**src/rtl/id_exe_reg.sv**
```systemverilog
// ID/EXE pipeline register: captures decoded control, operands and register
// indices, with hold (freeze), bubble and squash (flush) handling.
module id_exe_reg #(
   parameter int DATA_W = 32,
   parameter int REG_W  = 4
) (
   input  logic              clk,
   input  logic              rst,
   input  logic              freeze,
   input  logic              flush,
   input  logic              bubble,
   input  logic              ID_valid,
   input  logic              ID_wb_en,
   input  logic              ID_mem_r_en,
   input  logic              ID_mem_w_en,
   input  logic              ID_b,
   input  logic              ID_s,
   input  logic [3:0]        ID_exe_cmd,
   input  logic [DATA_W-1:0] ID_pc,
   input  logic [DATA_W-1:0] ID_val_rn,
   input  logic [DATA_W-1:0] ID_val_rm,
   input  logic              ID_imm,
   input  logic [11:0]       ID_shift_operand,
   input  logic [23:0]       ID_signed_imm_24,
   input  logic [REG_W-1:0]  ID_dst,
   input  logic [REG_W-1:0]  ID_src1,
   input  logic [REG_W-1:0]  ID_src2,
   input  logic [3:0]        ID_status,
   output logic              EXE_valid,
   output logic              EXE_wb_en,
   output logic              EXE_mem_r_en,
   output logic              EXE_mem_w_en,
   output logic              EXE_b,
   output logic              EXE_s,
   output logic [3:0]        EXE_exe_cmd,
   output logic [DATA_W-1:0] EXE_pc,
   output logic [DATA_W-1:0] EXE_val_rn,
   output logic [DATA_W-1:0] EXE_val_rm,
   output logic              EXE_imm,
   output logic [11:0]       EXE_shift_operand,
   output logic [23:0]       EXE_signed_imm_24,
   output logic [REG_W-1:0]  EXE_dst,
   output logic [REG_W-1:0]  EXE_src1,
   output logic [REG_W-1:0]  EXE_src2,
   output logic [3:0]        EXE_status
);

   logic kill;
   assign kill = flush | bubble;

   // Control group: squashed to a no-op on flush or bubble.
   always_ff @(posedge clk or posedge rst) begin
      if (rst) begin
         EXE_valid    <= 1'b0;
         EXE_wb_en    <= 1'b0;
         EXE_mem_r_en <= 1'b0;
         EXE_mem_w_en <= 1'b0;
         EXE_b        <= 1'b0;
         EXE_s        <= 1'b0;
         EXE_exe_cmd  <= '0;
      end else if (!freeze) begin
         if (kill) begin
            EXE_valid    <= 1'b0;
            EXE_wb_en    <= 1'b0;
            EXE_mem_r_en <= 1'b0;
            EXE_mem_w_en <= 1'b0;
            EXE_b        <= 1'b0;
            EXE_s        <= 1'b0;
            EXE_exe_cmd  <= '0;
         end else begin
            EXE_valid    <= ID_valid;
            EXE_wb_en    <= ID_wb_en;
            EXE_mem_r_en <= ID_mem_r_en;
            EXE_mem_w_en <= ID_mem_w_en;
            EXE_b        <= ID_b;
            EXE_s        <= ID_s;
            EXE_exe_cmd  <= ID_exe_cmd;
         end
      end
   end

   // Data group: loads even on flush/bubble; only freeze holds it.
   always_ff @(posedge clk or posedge rst) begin
      if (rst) begin
         EXE_pc            <= '0;
         EXE_val_rn        <= '0;
         EXE_val_rm        <= '0;
         EXE_imm           <= 1'b0;
         EXE_shift_operand <= '0;
         EXE_signed_imm_24 <= '0;
         EXE_dst           <= '0;
         EXE_src1          <= '0;
         EXE_src2          <= '0;
         EXE_status        <= '0;
      end else if (!freeze) begin
         EXE_pc            <= ID_pc;
         EXE_val_rn        <= ID_val_rn;
         EXE_val_rm        <= ID_val_rm;
         EXE_imm           <= ID_imm;
         EXE_shift_operand <= ID_shift_operand;
         EXE_signed_imm_24 <= ID_signed_imm_24;
         EXE_dst           <= ID_dst;
         EXE_src1          <= ID_src1;
         EXE_src2          <= ID_src2;
         EXE_status        <= ID_status;
      end
   end

endmodule
```
**config.mk**
```make
export PLATFORM = sky130hd
export DESIGN_NAME = id_exe_reg
export DESIGN_NICKNAME = d
export VERILOG_FILES = /design/src/rtl/id_exe_reg.sv
export SDC_FILE = /design/constraint.sdc
export NUM_CORES = 1
export LEC_CHECK = 0
export ABC_CLOCK_PERIOD_IN_PS = 5200
export BUFFER_PORTS_ARGS = -buffer_cell sky130_fd_sc_hd__buf_2
export CAP_MARGIN = 15
export CORE_MARGIN = 2
export CORE_UTILIZATION = 30
export CTS_CLUSTER_DIAMETER = 80
export DETAILED_ROUTE_END_ITERATION = 8
export PLACE_DENSITY = 0.54
export RECOVER_POWER = 50
export SYNTH_ARGS = -nofsm -noshare
export SYNTH_HDL_FRONTEND = slang
export SYNTH_SLANG_ARGS = --single-unit
```
**constraint.sdc**
```tcl
create_clock -name clk -period 5.2 [get_ports clk]
set_input_delay 0 -clock clk [delete_from_list [all_inputs] [get_ports clk]]
set_output_delay 0 -clock clk [all_outputs]
set_load 0.02 [all_outputs]
```
After elaboration in Yosys (flattened, before gate mapping)
Cells that the tools add are included.

storage, ports and cells
  register bits after elaboration = 159
  input bits = 164
  output and inout bits = 159
  logic and storage cells = 25

operators by class
  muxes and demuxes = 7
  bitwise gates (word level) = 1

operator list
  kind        count
  $mux 1      6
  $mux 4      1
  $or 1x1->1  1

Logic depth before layout (Yosys ltp)
  word-level depth = 2
  mapped depth = 4
  mapped depth without buffers = 2

Worst setup path after synthesis
Ideal clock, no wire load.

  path kind = input to register
  start point = input freeze
  end point = register EXE_dst[3]
  setup time = 125 ps
  arrival time = 704 ps
  required time = 5075 ps
  path slack = 4371 ps
  cell stages on the path = 4
  path buffers = 3
  cells stage by stage = buf_6 -> buf_6 -> buf_6 -> mux2_4

RTL lines
  item                  line  text
  from (decl)           9     input logic freeze,
  to (signal assigned)  102   EXE_dst <= ID_dst;
  to (decl)             42    output logic [REG_W-1:0] EXE_dst,

No word-level cell between the ends.

==> summary.md <==
| Metric | Value |
|---|---|
| Outcome | complete, no violations |
| WL/cell | around 15 um |
| Combinational Power Share | 19.2% |
| Cts bufs inserted | 17 |
| Antenna Cells | 0 |
| Clock transition at path regs | 70 ps |
| Commonest non-fill, non-tap cell in the layout | buf_2 |
| Max-cap violations | 0 |
| CTS tree | yes |
| First-pass GRT wire length | approximately 27 mm |
| R2r setup slk | between 4000 and 5000 ps |
| Register area share after synthesis | approximately 63% |
| Top-area cell type share of the netlist area | 62.5% |
| PwrDens | approximately 330 mW/mm^2 |
| Setup violators final | 0 |
| Initial antenna violation count | 0 |
| FF/Latch Area | approximately 0.0040 mm^2 |
| # port buffers | approximately 320 |
| Met1 Wirelength | approximately 6.8 mm |
| Post-Syn Instances | between 300 and 400 |
| WP data required | approximately 5700 ps |
| Die X | approximately 150 um |
| CP Max Fanout | a little over 100 |
| GPL Wtd Cong | around 0.74 |
| Final WL | about 17 mm |
| Post-DRT Antenna Nets | 0 |
| Cell Count, Final, Fillers Out | 1,122 |
| Yosys cell types | 11 |
| 1st-pass router iterations | 4 |
| Crit-path cells | dlygate4sd3_1, clkbuf_1, inv_6, buf_4 |
| Max VDD drop | between 0.00015 and 0.0002 V |
| Mapped Avg Cell Area | about 18 um^2 |
| Clk root buf | clkbuf_16 |
| Top delay family on crit path | buffers and inverters |
| Largest net degree at the start of global routing | just over 100 |
| CP Buf/Inv Count | 4 |
| DP Cell Count | 930 |
| Multi-input combinational cell area | a little over 0.002 mm^2 |
| Setup repair after global routing missed its margin | no |
| Post-Syn Area | 0.00636 mm^2 |
| Switching power total | between 0.9 and 1 mW |
| Die H | roughly 150 um |
| Layout Skew | 0 ps |
| Initial core utilization | between 30% and 40% |
| Setup TNS | 0 ps |
| Final critical-path share of the clock period | 33.2% |
| Placed cell area | 0.00818 mm^2 |
| Vias in the first global route | ~5,400 |
| DRC | 0 |
| Final hold violation count | 0 |
| Net Count, Synth | ~510 |
| Top Metal Used | met4 |
| Worst Tran Pin Value | 904 ps |
| Layout cell share with drive strength beyond 1 | a little under two fifths |
| Die area | 0.0224 mm^2 |
| HPWL Detailed | 11.2 mm |
| Clock Latency Late Sink | 410 ps |
| Pint | 2.35 mW |
| FILL cells | about 1,900 |
| Clock buffer depth | 2 |
| Area grow syn2layout | 57.9% |
| Post-cts sizing count | 0 |
| Slowest stage delay, CP | 720 ps |
| Synth area leader | dfrtp_1 |
| Path type of the worst setup path | in2async |
| I/O pin total | between 300 and 400 |
| Met3 wire len | between 1 and 1.5 mm |
| Crit end category | async pin |
| Slowest cell on the critical path | buf_4 |
| GR Overflow Total | 0 |
| Reg2reg path depth | 1 |
| Setup Buffers After CTS | 0 |
| H-tree depth | 4 |
| Nets | 998 |
| CORE AREA | approximately 0.021 mm^2 |
| Via Count | about 4,700 |
| Startpoint Class | input port |
| Min Tclk post-route | 1720 ps |
| Max Freq | 0.580 GHz |
| Total GRT Usage | between 10% and 20% |
| Net Sw Frac | ~29% |
| Most frequent cells in the layout | buf_2 (161), dlygate4sd3_1 (160), clkbuf_1 (160), dfrtp_1 (159), mux2_4 (66) |
| Slew Viols, Final | 0 |
| Hold_buf cts | 160 |
| Via density | between 4 and 5 |
| Hold Path Stages | 3 |
| # rows | 53 |
| Finished Cell Area | roughly 0.01 mm^2 |
| Yosys reg bits | 159 |
| Sequential Power Share | between 40% and 50% |
| Clock Power Share | between 30% and 40% |
| Top cells by area, synth | dfrtp_1 (63%), mux2_4 (24%), mux2_2 (8.7%), buf_6 (2.1%), a22o_1 (1.4%) |
| Hold WC Path Type | in2reg |
| Leak | 4.62 nW |
| Worst Path Arrival | ~2200 ps |
| Synth warn | 0 |
| Initial DRC count | 94 |
| Cell count along the critical path | 4 |
| CTS Sinks | 159 |
| Met2 WL post-DR | between 8 and 9 mm |
| Slew headroom | between 30% and 40% |
## cells in the mapped netlist
library cell,instances
clkbuf_1,1
mux2_4,100
a22o_1,10
buf_2,5
nor2b_1,10
dfrtp_1,159
buf_4,1
inv_1,1
nor2_1,1
mux2_2,49
buf_6,12
## state kept, by name, summed over array words and instances (netlist names), 12 cells and up
signal             cells
EXE_pc                32
EXE_val_rm            32
EXE_val_rn            32
EXE_signed_imm_24     24
EXE_shift_operand     12
## path summary, 6_finish.rpt
kind / start / endpoint
setup / recovery: rst / EXE_pc[2]
hold / removal: flush / EXE_exe_cmd[0]
setup reg to reg: EXE_val_rn[17] / EXE_val_rn[17]
hold reg to reg: EXE_val_rn[13] / EXE_val_rn[13]
max in group clk: freeze / EXE_shift_operand[10]
min in group asynchronous: rst / EXE_signed_imm_24[12]
## cells by family (layout without fill, tap and decap cells)
logic type / Yosys count / count (layout) / synth area share, %
DFF: 159 / 159 / 62.5
muxes: 149 / 149 / 32.3
buffers and inverters: 20 / 518 / 2.75
and+or+nand+nor: 11 / 11 / 1.04
AOI/OAI and AO/OA: 10 / 10 / 1.38
## area by class of cell
class,count,share of cell area (%)
Sequential cell,159,39.6
Timing Repair Buffer,485,30.3
Multi-Input combinational cell,170,20.7
Clock buffer,18,4.37
Tap cell,275,3.43
Clock inverter,14,1.48
Inverter,1,0.0872
## worst min-delay path, cell delays in order
cell and delay (ps):
buf_2 70, nor2_1 150, a22o_1 220
## metal layers
metal	vias to the layer above	track usage [%]
met5	-	0
met4	0	5.38
met3	25	4.88
met2	186	27.3
met1	2342	17.8
li1	2196	-
## power by group through the flow
stage	combinational, mW	sequential [mW]	clock [mW]
after CTS	0.702	1.42	1.29
final	0.636	1.43	1.26
after detailed placement	0.605	1.44	0
after floorplan	0.228	1.59	0
after global routing	0.682	1.44	1.36
after global placement	0.596	1.44	0
## metrics by stage
step | util (%) | total power [mW] | setup WS [ps] | hold WS [ps]
after floorplan | - | 1.82 | 908 | 149
after global placement | 39.2 | 2.03 | 3300 | 231
after detailed placement | 39.2 | 2.05 | 3250 | 234
after CTS | 49.6 | 3.42 | 3440 | 54.9
after global routing | 48.1 | 3.48 | 3160 | 79.6
final | 48.1 | 3.32 | 3480 | 76.1
(Power assumes the default switching activity.)
